**src/rtl/aes_pkg.sv**
```systemverilog
// Shared AES helpers: GF(2^8) arithmetic for MixColumns plus the sequencer state type.
package aes_pkg;

    localparam int AES_STATE_W = 128;

    typedef enum logic [1:0] {
        IDLE,
        BUSY,
        DONE
    } mc_state_e;

    function automatic logic [7:0] gf_xtime(input logic [7:0] b);
        return {b[6:0], 1'b0} ^ (b[7] ? 8'h1b : 8'h00);
    endfunction

    // Only the constant multipliers MixColumns needs; any other c yields zero.
    function automatic logic [7:0] gf_mul(input logic [7:0] b, input logic [7:0] c);
        logic [7:0] x2, x4, x8;
        x2 = gf_xtime(b);
        x4 = gf_xtime(x2);
        x8 = gf_xtime(x4);
        case (c)
            8'h01:   return b;
            8'h02:   return x2;
            8'h03:   return x2 ^ b;
            8'h09:   return x8 ^ b;
            8'h0b:   return x8 ^ x2 ^ b;
            8'h0d:   return x8 ^ x4 ^ b;
            8'h0e:   return x8 ^ x4 ^ x2;
            default: return 8'h00;
        endcase
    endfunction

endpackage

```
**src/rtl/mix_column_word.sv**
```systemverilog
// One AES state column through the forward or inverse MixColumns matrix.
module mix_column_word
    import aes_pkg::*;
(
    input  logic [31:0] col,
    input  logic        inv,
    output logic [31:0] result
);

    // Row 0 of each circulant matrix; row r is this rotated right by r.
    localparam logic [3:0][7:0] FWD_ROW = {8'h02, 8'h03, 8'h01, 8'h01};
    localparam logic [3:0][7:0] INV_ROW = {8'h0e, 8'h0b, 8'h0d, 8'h09};

    logic [3:0][7:0] a, fwd, bwd;

    assign a = col;

    always_comb begin
        fwd = '0;
        bwd = '0;
        for (int r = 0; r < 4; r++) begin
            for (int j = 0; j < 4; j++) begin
                fwd[3-r] = fwd[3-r] ^ gf_mul(a[3-((r+j)%4)], FWD_ROW[3-j]);
                bwd[3-r] = bwd[3-r] ^ gf_mul(a[3-((r+j)%4)], INV_ROW[3-j]);
            end
        end
    end

    assign result = inv ? bwd : fwd;

endmodule

```
**src/rtl/mix_columns_seq.sv**
```systemverilog
// Sequential MixColumns/InvMixColumns over a 128-bit AES state, COLS_PER_CYCLE columns per clock.
module mix_columns_seq
    import aes_pkg::*;
#(
    parameter int COLS_PER_CYCLE = 1,
    parameter int SUPPORT_INV    = 1
) (
    input  logic                   clk,
    input  logic                   rst_n,
    input  logic                   in_valid,
    output logic                   in_ready,
    input  logic                   in_inv,
    input  logic [AES_STATE_W-1:0] in_state,
    output logic                   out_valid,
    input  logic                   out_ready,
    output logic [AES_STATE_W-1:0] out_state
);

    localparam int N     = 4 / COLS_PER_CYCLE;
    localparam int CNT_W = (N > 1) ? $clog2(N) : 1;
    localparam logic [CNT_W-1:0] CNT_LAST = CNT_W'(N - 1);

    mc_state_e state, state_nxt;
    logic [AES_STATE_W-1:0] st_q, st_nxt;
    logic [CNT_W-1:0] cnt;
    logic inv_q;
    logic accept, last;
    logic [COLS_PER_CYCLE-1:0][31:0] col_in, col_out;

    assign in_ready  = (state == IDLE) || (state == DONE && out_ready);
    assign accept    = in_valid && in_ready;
    assign last      = (cnt == CNT_LAST);
    assign out_valid = (state == DONE);
    assign out_state = st_q;

    // Column 0 sits in the top word, so column c lives at bits [32*(3-c) +: 32].
    always_comb begin
        col_in = '0;
        for (int k = 0; k < COLS_PER_CYCLE; k++)
            col_in[k] = st_q[32*(3 - int'(cnt)*COLS_PER_CYCLE - k) +: 32];
    end

    for (genvar k = 0; k < COLS_PER_CYCLE; k++) begin : g_col
        mix_column_word u_mcw (
            .col    (col_in[k]),
            .inv    (inv_q),
            .result (col_out[k])
        );
    end

    always_comb begin
        st_nxt = st_q;
        for (int k = 0; k < COLS_PER_CYCLE; k++)
            st_nxt[32*(3 - int'(cnt)*COLS_PER_CYCLE - k) +: 32] = col_out[k];
    end

    always_ff @(posedge clk or negedge rst_n) begin
        if (!rst_n) state <= IDLE;
        else        state <= state_nxt;
    end

    always_comb begin
        state_nxt = state;
        case (state)
            IDLE:    if (accept) state_nxt = BUSY;
            BUSY:    if (last) state_nxt = DONE;
            DONE:    if (out_ready) state_nxt = accept ? BUSY : IDLE;
            default: state_nxt = IDLE;
        endcase
    end

    always_ff @(posedge clk or negedge rst_n) begin
        if (!rst_n) begin
            st_q  <= '0;
            inv_q <= 1'b0;
            cnt   <= '0;
        end else if (accept) begin
            st_q  <= in_state;
            inv_q <= (SUPPORT_INV != 0) && in_inv;
            cnt   <= '0;
        end else if (state == BUSY) begin
            st_q <= st_nxt;
            cnt  <= last ? '0 : cnt + 1'b1;
        end
    end

endmodule

```
**config.mk**
```make
export PLATFORM = sky130hd
export DESIGN_NAME = mix_columns_seq
export DESIGN_NICKNAME = d
export VERILOG_FILES = /design/src/rtl/aes_pkg.sv /design/src/rtl/mix_column_word.sv /design/src/rtl/mix_columns_seq.sv
export SDC_FILE = /design/constraint.sdc
export NUM_CORES = 1
export LEC_CHECK = 0
export BUFFER_PORTS_ARGS = -buffer_cell sky130_fd_sc_hd__clkbuf_2
export CAP_MARGIN = 20
export CORE_MARGIN = 5
export CORE_UTILIZATION = 25
export DETAILED_ROUTE_END_ITERATION = 8
export SLEW_MARGIN = 20
export SYNTH_ARGS = -nofsm -noshare
export SYNTH_HDL_FRONTEND = slang
export SYNTH_SLANG_ARGS = --single-unit
export TNS_END_PERCENT = 10
```
**constraint.sdc**
```tcl
create_clock -name clk -period 3.8 [get_ports clk]
set_input_delay 0.38 -clock clk [delete_from_list [all_inputs] [get_ports clk]]
set_output_delay 0.38 -clock clk [all_outputs]
set_load 0.02 [all_outputs]
```
==> summary.md, run 1 <==
| Metric | Value |
|---|---|
| Clk sinks | `approximately 130` |
| Fillers | `3642` |
| Initial antenna violation count | `1` |
| Post-route ant nets | `0` |
| Final Hold Fails | `0` |
| R2r endpoint | `out_state[37]` |
| Req. time, crit path | `approximately 4.1 ns` |
| Fmax | `approximately 280 MHz` |
| Chip Width | `between 150 and 200 um` |
| Flop-to-flop setup slack | `0.18 ns` |
| Worst flop-to-flop path startpoint | `cnt[0]` |
| Seq/Total Area, Yosys | `0.370` |
| CTS Hold Bufs | `0` |
| PortBufs | `262` |
| R2R depth | `10` |
| Number of DRC markers in iteration 0 | `approximately 600` |
| Metal2 WL | `roughly 18 mm` |
| CP max FO | `12` |
| I/O Pins | `approximately 260` |
| Share of layout cells above drive strength 1 | `0.369` |
| Register area | `0.00333 sq mm` |
| Most common cell after layout, fill and taps aside | `clkbuf_2` |
| Metal1 wirelength | `around 15 mm` |
| CP Cell Sequence | `buf_4 -> mux4_2 -> xnor2_4 -> xnor3_1 -> xnor3_1 -> xnor2_1 -> mux2i_1 -> xnor2_1 -> buf_4 -> o21ai_1` |
| Final #Nets | `1183` |
| Period utilization | `0.952` |
| Startpoint Class | `flip-flop` |
| Avg Vias per Cell | `5.11` |
| Worst endpoint data arrival time | `a little under 4 ns` |
| Most frequent cells in the layout | `clkbuf_2, xnor2_1, dfrtp_1` |
| Period minus WS final | `between 3 and 4 ns` |
| Final setup viols | `0` |
| Total gr overflow | `0` |
| Worst-case clock buffer depth | `2` |
| DR pass1 iterations | `6` |
| Die Area | `around 0.04 sq mm` |
| Hold crit path type | `primary input to asynchronous set/reset pin` |
| Area growth syn-to-layout | `27.3%` |
| Post-synthesis cell type count | `40` |
| Syn_area_per_cell | `around 11 sq um` |
| Worst path bufs/invs | `2` |
| Core area | `~0.035 sq mm` |
| Run status | `completed` |
| Post-Syn Area | `~0.009 sq mm` |
| Clock tree from TritonCTS | `done` |
| DR WL met3 | `between 2 and 2.5 mm` |
| Via Count | `about 7800` |
| Crit end category | `flip-flop` |
| Syn nets | `slightly above 900` |
| CP max stage cell | `mux4_2` |
| Syn. warnings | `0` |
| Row Count | `69` |
| Clk pin slew, worst setup/hold paths | `around 0.06 ns` |
| GRT Overall Usage | `0.180` |
| Clock latency at the later pin of the worst-skew pair | `approximately 0.43 ns` |
| TNS Setup | `0 ns` |
| RSZ-0062 raised after global routing | `no` |
| Wire length per cell | `approximately 24 um` |
| Critical path's top delay family | `XOR/XNOR gates` |
| Vias in the first global route | `8138` |
| H-tree levels | `4` |
| WS Path Type | `flip-flop to flip-flop` |
| Max-cap violations | `0` |
| Clock skew | `approximately 0.012 ns` |
| Tightest Pin Transition | `about 1.1 ns` |
| Dpl hpwl | `27.0 mm` |
| #FFs+latches synth | `around 130` |
| DR top layer | `met4` |
| Syn Inst Count | `797` |
| Global-route wire length before repair | `~53 mm` |
| Initial core utilization | `0.253` |
| Clock Root Buffer | `clkbuf_16` |
| Largest net degree at the start of global routing | `134` |
| Slew margin rel. | `0.284` |
| Post-route DRC | `0` |
| Routability cong. | `~0.93` |
| Die height | `about 200 um` |
| Multi-input gate area | `~0.0053 sq mm` |
| Max Slew Vio Count | `0` |
| CP max stage delay | `between 0.6 and 0.7 ns` |
| CTS Buf Count | `17` |
| Routed WL | `36.5 mm` |
## what timing repair did
action / in CTS / in global routing
endpoints found under the setup margin: 0 / 4
resized for setup: 0 / 1
buffers inserted: 0 / 6
## final cells by class
class                   instances  share of cell area
diodes                          1            0.000219
clock buffers                  18              0.0384
clock inverters                14              0.0112
inverters                       5             0.00164
multi-input cells             589               0.463
flip-flops and latches        133               0.291
well taps                     461              0.0504
repair buffers                300               0.144
## worst reg2reg max path: cells and delay by family, from the launching register on
family / cells / cell delay, ns
XOR/XNOR: 5 / 1.75
buffers and inverters: 2 / 0.49
AO/OA/AOI/OAI: 1 / 0.07
flip-flops: 1 / 0.38
multiplexers: 2 / 0.79
## sequential cells by signal, indices dropped and copies added (netlist names)
| signal | count |
|---|---|
| state | 2 |
| inv_q | 1 |
| out_state | 128 |
| cnt | 2 |
## how the worst max path moves through the flow
stage                      start  slack, ns  cells after the start        endpoint
after floorplan           cnt[0]       0.63                     10   out_state[76]
after global placement    cnt[0]       0.21                     10  out_state[101]
after detailed placement  cnt[0]       0.18                      9   out_state[76]
after CTS                 cnt[0]       0.14                      9   out_state[44]
after global routing      cnt[0]      0.001                      9   out_state[12]
final                     cnt[0]       0.18                     10   out_state[37]
## Yosys cell counts, drive strengths merged
cell type	instances	share of area
a21oi	20	0.012
a22oi	118	0.099
a2bb2oi	4	0.0039
and2	2	0.0014
buf	26	0.022
clkbuf	44	0.018
dfrtp	133	0.37
ha	4	0.0056
inv	5	0.0021
mux2	1	0.0013
mux2i	8	0.0089
mux4	32	0.080
nand2	14	0.0058
nand2b	2	0.0014
nand3	1	0.00056
nand3b	1	0.00084
nand4	1	0.00070
nor2	12	0.0050
nor2b	4	0.0028
nor3	1	0.00056
o21a	7	0.0058
o21ai	130	0.072
o2bb2a	2	0.0022
o2bb2ai	1	0.00097
or2	2	0.0014
or4	1	0.00084
xnor2	159	0.18
xnor3	22	0.055
xor2	38	0.039
xor3	2	0.0053
## layer usage
layer	GRT usage	up-vias
li1	-	3392
met1	0.234	3964
met2	0.308	362
met3	0.0339	54
met4	0.0511	0
met5	0	-
## cells by family after synthesis
group,share of synthesized area
buf+inv,0.0425
compound gates,0.196
simple gates,0.0213
mux,0.0904
fa+ha+maj,0.00557
xor+xnor,0.274
flops,0.370
## stage by stage
| step | worst slack [ns] | std cells | utilization | area, sq um | hold slack, ns |
|---|---|---|---|---|---|
| floorplan | 0.628 | 797 | - | 8980 | 0.0844 |
| global placement | 0.209 | 1482 | 0.305 | 10800 | 0.491 |
| detailed placement | 0.178 | 1482 | 0.305 | 10800 | 0.498 |
| CTS | 0.137 | 1514 | 0.321 | 11400 | 0.0666 |
| global route | 0.00116 | 1520 | 0.322 | 11400 | 0.121 |
| finish | 0.183 | 1521 | 0.322 | 11400 | 0.0484 |
Power of run 1 is left out: the tool's default activity adds up to more than one toggle a clock period on the data nets, which glitch-free logic cannot reach.
==> inputs of run 2 (changes only) <==
REMOVE_ABC_BUFFERS = 1   (was unset)
==> run 2 against run 1 <==
Effect of this change:
- die area unchanged
- wire length decreased by 7.3%
- sequential share of layout area increased by 0.16 points
- utilization decreased by 0.17 points
- cell count decreased by 0.79%
- setup slack improved by 0.13 ns
- maximum frequency increased by 3.6%
- via count decreased by 4.5%
- sequential cell count unchanged
==> summary.md, run 2 (synthesized netlist as in run 1, its figures left out) <==
| Metric | Value |
|---|---|
| Final Hold Fails | `0 (unchanged)` |
| RSZ-0062 raised after global routing | `no (unchanged)` |
| Fillers | `3665 (was 3642)` |
| Dpl hpwl | `25.5 mm (was 27.0 mm)` |
| Startpoint Class | `flip-flop (unchanged)` |
| Clk pin slew, worst setup/hold paths | `0.07 ns (was 0.06 ns)` |
| Avg Vias per Cell | `4.92 (was 5.11)` |
| # resized after CTS | `0 (unchanged)` |
| Initial core utilization | `0.253 (unchanged)` |
| H-tree levels | `4 (unchanged)` |
| Req. time, crit path | `4.09 ns (was 4.08 ns)` |
| PortBufs | `262 (unchanged)` |
| Number of DRC markers in iteration 0 | `454 (was 594)` |
| Fmax | `286 MHz (was 276 MHz)` |
| Tightest Pin Transition | `1.01 ns (was 1.07 ns)` |
| Clock Root Buffer | `clkbuf_16 (unchanged)` |
| Period minus WS final | `3.49 ns (was 3.62 ns)` |
| Run status | `completed (unchanged)` |
| Chip Width | `200 um (unchanged)` |
| Die Area | `0.0398 sq mm (unchanged)` |
| Row Count | `69 (unchanged)` |
| CP max FO | `23 (was 12)` |
| Most frequent cells in the layout | `clkbuf_2, xnor2_1, dfrtp_1 (unchanged)` |
| Routed WL | `33.8 mm (was 36.5 mm)` |
| Initial antenna violation count | `0 (was 1)` |
| Clock tree from TritonCTS | `done (unchanged)` |
| Worst-case clock buffer depth | `2 (unchanged)` |
| DR pass1 iterations | `5 (was 6)` |
| N_diodes | `0 (was 1)` |
| Post-route ant nets | `0 (unchanged)` |
| TNS Setup | `0 ns (unchanged)` |
| Most common cell after layout, fill and taps aside | `clkbuf_2 (unchanged)` |
| Placed inst area | `0.0108 sq mm (about the same)` |
| Final #Nets | `1172 (was 1183)` |
| Total gr overflow | `0 (unchanged)` |
| Core area | `0.0355 sq mm (unchanged)` |
| Clock latency at the later pin of the worst-skew pair | `0.43 ns (about the same)` |
| Vias in the first global route | `8045 (was 8138)` |
| Max Slew Vio Count | `0 (unchanged)` |
| Final instance area | `0.0114 sq mm (about the same)` |
| Share of layout cells above drive strength 1 | `0.365 (was 0.369)` |
| Via Count | `7422 (was 7772)` |
| GRT Overall Usage | `0.167 (was 0.180)` |
| Clock skew | `0.0160 ns (was 0.0119 ns)` |
| WS Path Type | `flip-flop to flip-flop (unchanged)` |
| Global-route wire length before repair | `49.8 mm (was 53.4 mm)` |
| Setup repair bufs after CTS | `0 (unchanged)` |
| Period utilization | `0.919 (was 0.952)` |
| Wire length per cell | `22.4 um (was 24.0 um)` |
| Clk sinks | `133 (unchanged)` |
| Hold crit path type | `primary input to asynchronous set/reset pin (unchanged)` |
| Largest net degree at the start of global routing | `87 (was 134)` |
| Die height | `200 um (unchanged)` |
| CTS Buf Count | `17 (unchanged)` |
| Post-route DRC | `0 (unchanged)` |
| Crit end category | `flip-flop (unchanged)` |
| Routability cong. | `0.905 (was 0.927)` |
| Worst endpoint data arrival time | `3.78 ns (was 3.90 ns)` |
| Final setup viols | `0 (unchanged)` |
| Number of flip-flops in the largest register | `128 (unchanged)` |
| Max-cap violations | `0 (unchanged)` |
| Slew margin rel. | `0.328 (was 0.284)` |
| Area growth syn-to-layout | `26.6% (was 27.3%)` |
| I/O Pins | `263 (unchanged)` |
| CTS Hold Bufs | `0 (unchanged)` |
run 2: cell count changes in the layout (fill, tap and decap cells not counted), sizes merged:
| cell | before | now |
|---|---|---|
| diode | 1 | 0 |
| clkinvlp | 3 | 4 |
| buf | 39 | 28 |
| clkinv | 7 | 6 |
run 2: worst paths after layout:
path,start,endpoint,slack [ns],cells after the start
min in group clk,in_state[90],out_state[90],0.20,3
max in group asynchronous,rst_n,cnt[1],2.87,2
setup / recovery,cnt[0],out_state[13],0.31,9
hold reg to reg,out_state[31],out_state[31],0.52,2
hold / removal,rst_n,out_state[4],0.03,1
setup reg to reg,cnt[0],out_state[13],0.31,9
run 2: critical path, cell delays in order, from the launching register on:
cell	delay (ns)
dfrtp_2	0.41
buf_12	0.22
mux4_2	0.76
xnor2_1	0.38
xnor3_1	0.41
xnor3_1	0.39
xnor2_1	0.14
a21oi_1	0.37
a2bb2oi_1	0.19
o21ai_1	0.07
run 2: layout make-up:
cell class              instances  area [sq um]  area share
inverters                       5          18.8     0.00165
repair buffers                289          1590       0.139
well taps                     461           577      0.0507
multi-input cells             589          5300       0.466
clock inverters                14           128      0.0112
flip-flops and latches        133          3330       0.293
clock buffers                  18           439      0.0386
run 2: metrics by stage:
step | utilization | worst slack [ns] | instances | hold slack [ns]
floorplan | - | -2.52 | 727 | 0.0844
global placement | 0.304 | 0.335 | 1476 | 0.500
detailed placement | 0.304 | 0.277 | 1476 | 0.507
CTS | 0.320 | 0.268 | 1508 | 0.0425
global route | 0.321 | 0.0844 | 1509 | 0.0872
finish | 0.321 | 0.308 | 1509 | 0.0271
run 2: metal layers:
layer	share of wire	GRT usage	routed length, um
met4	0.015	0.0413	518
met1	0.45	0.230	15200
met2	0.47	0.270	15900
met3	0.064	0.0351	2160
met5	0	0	0
Power of run 2 is left out for the same reason.
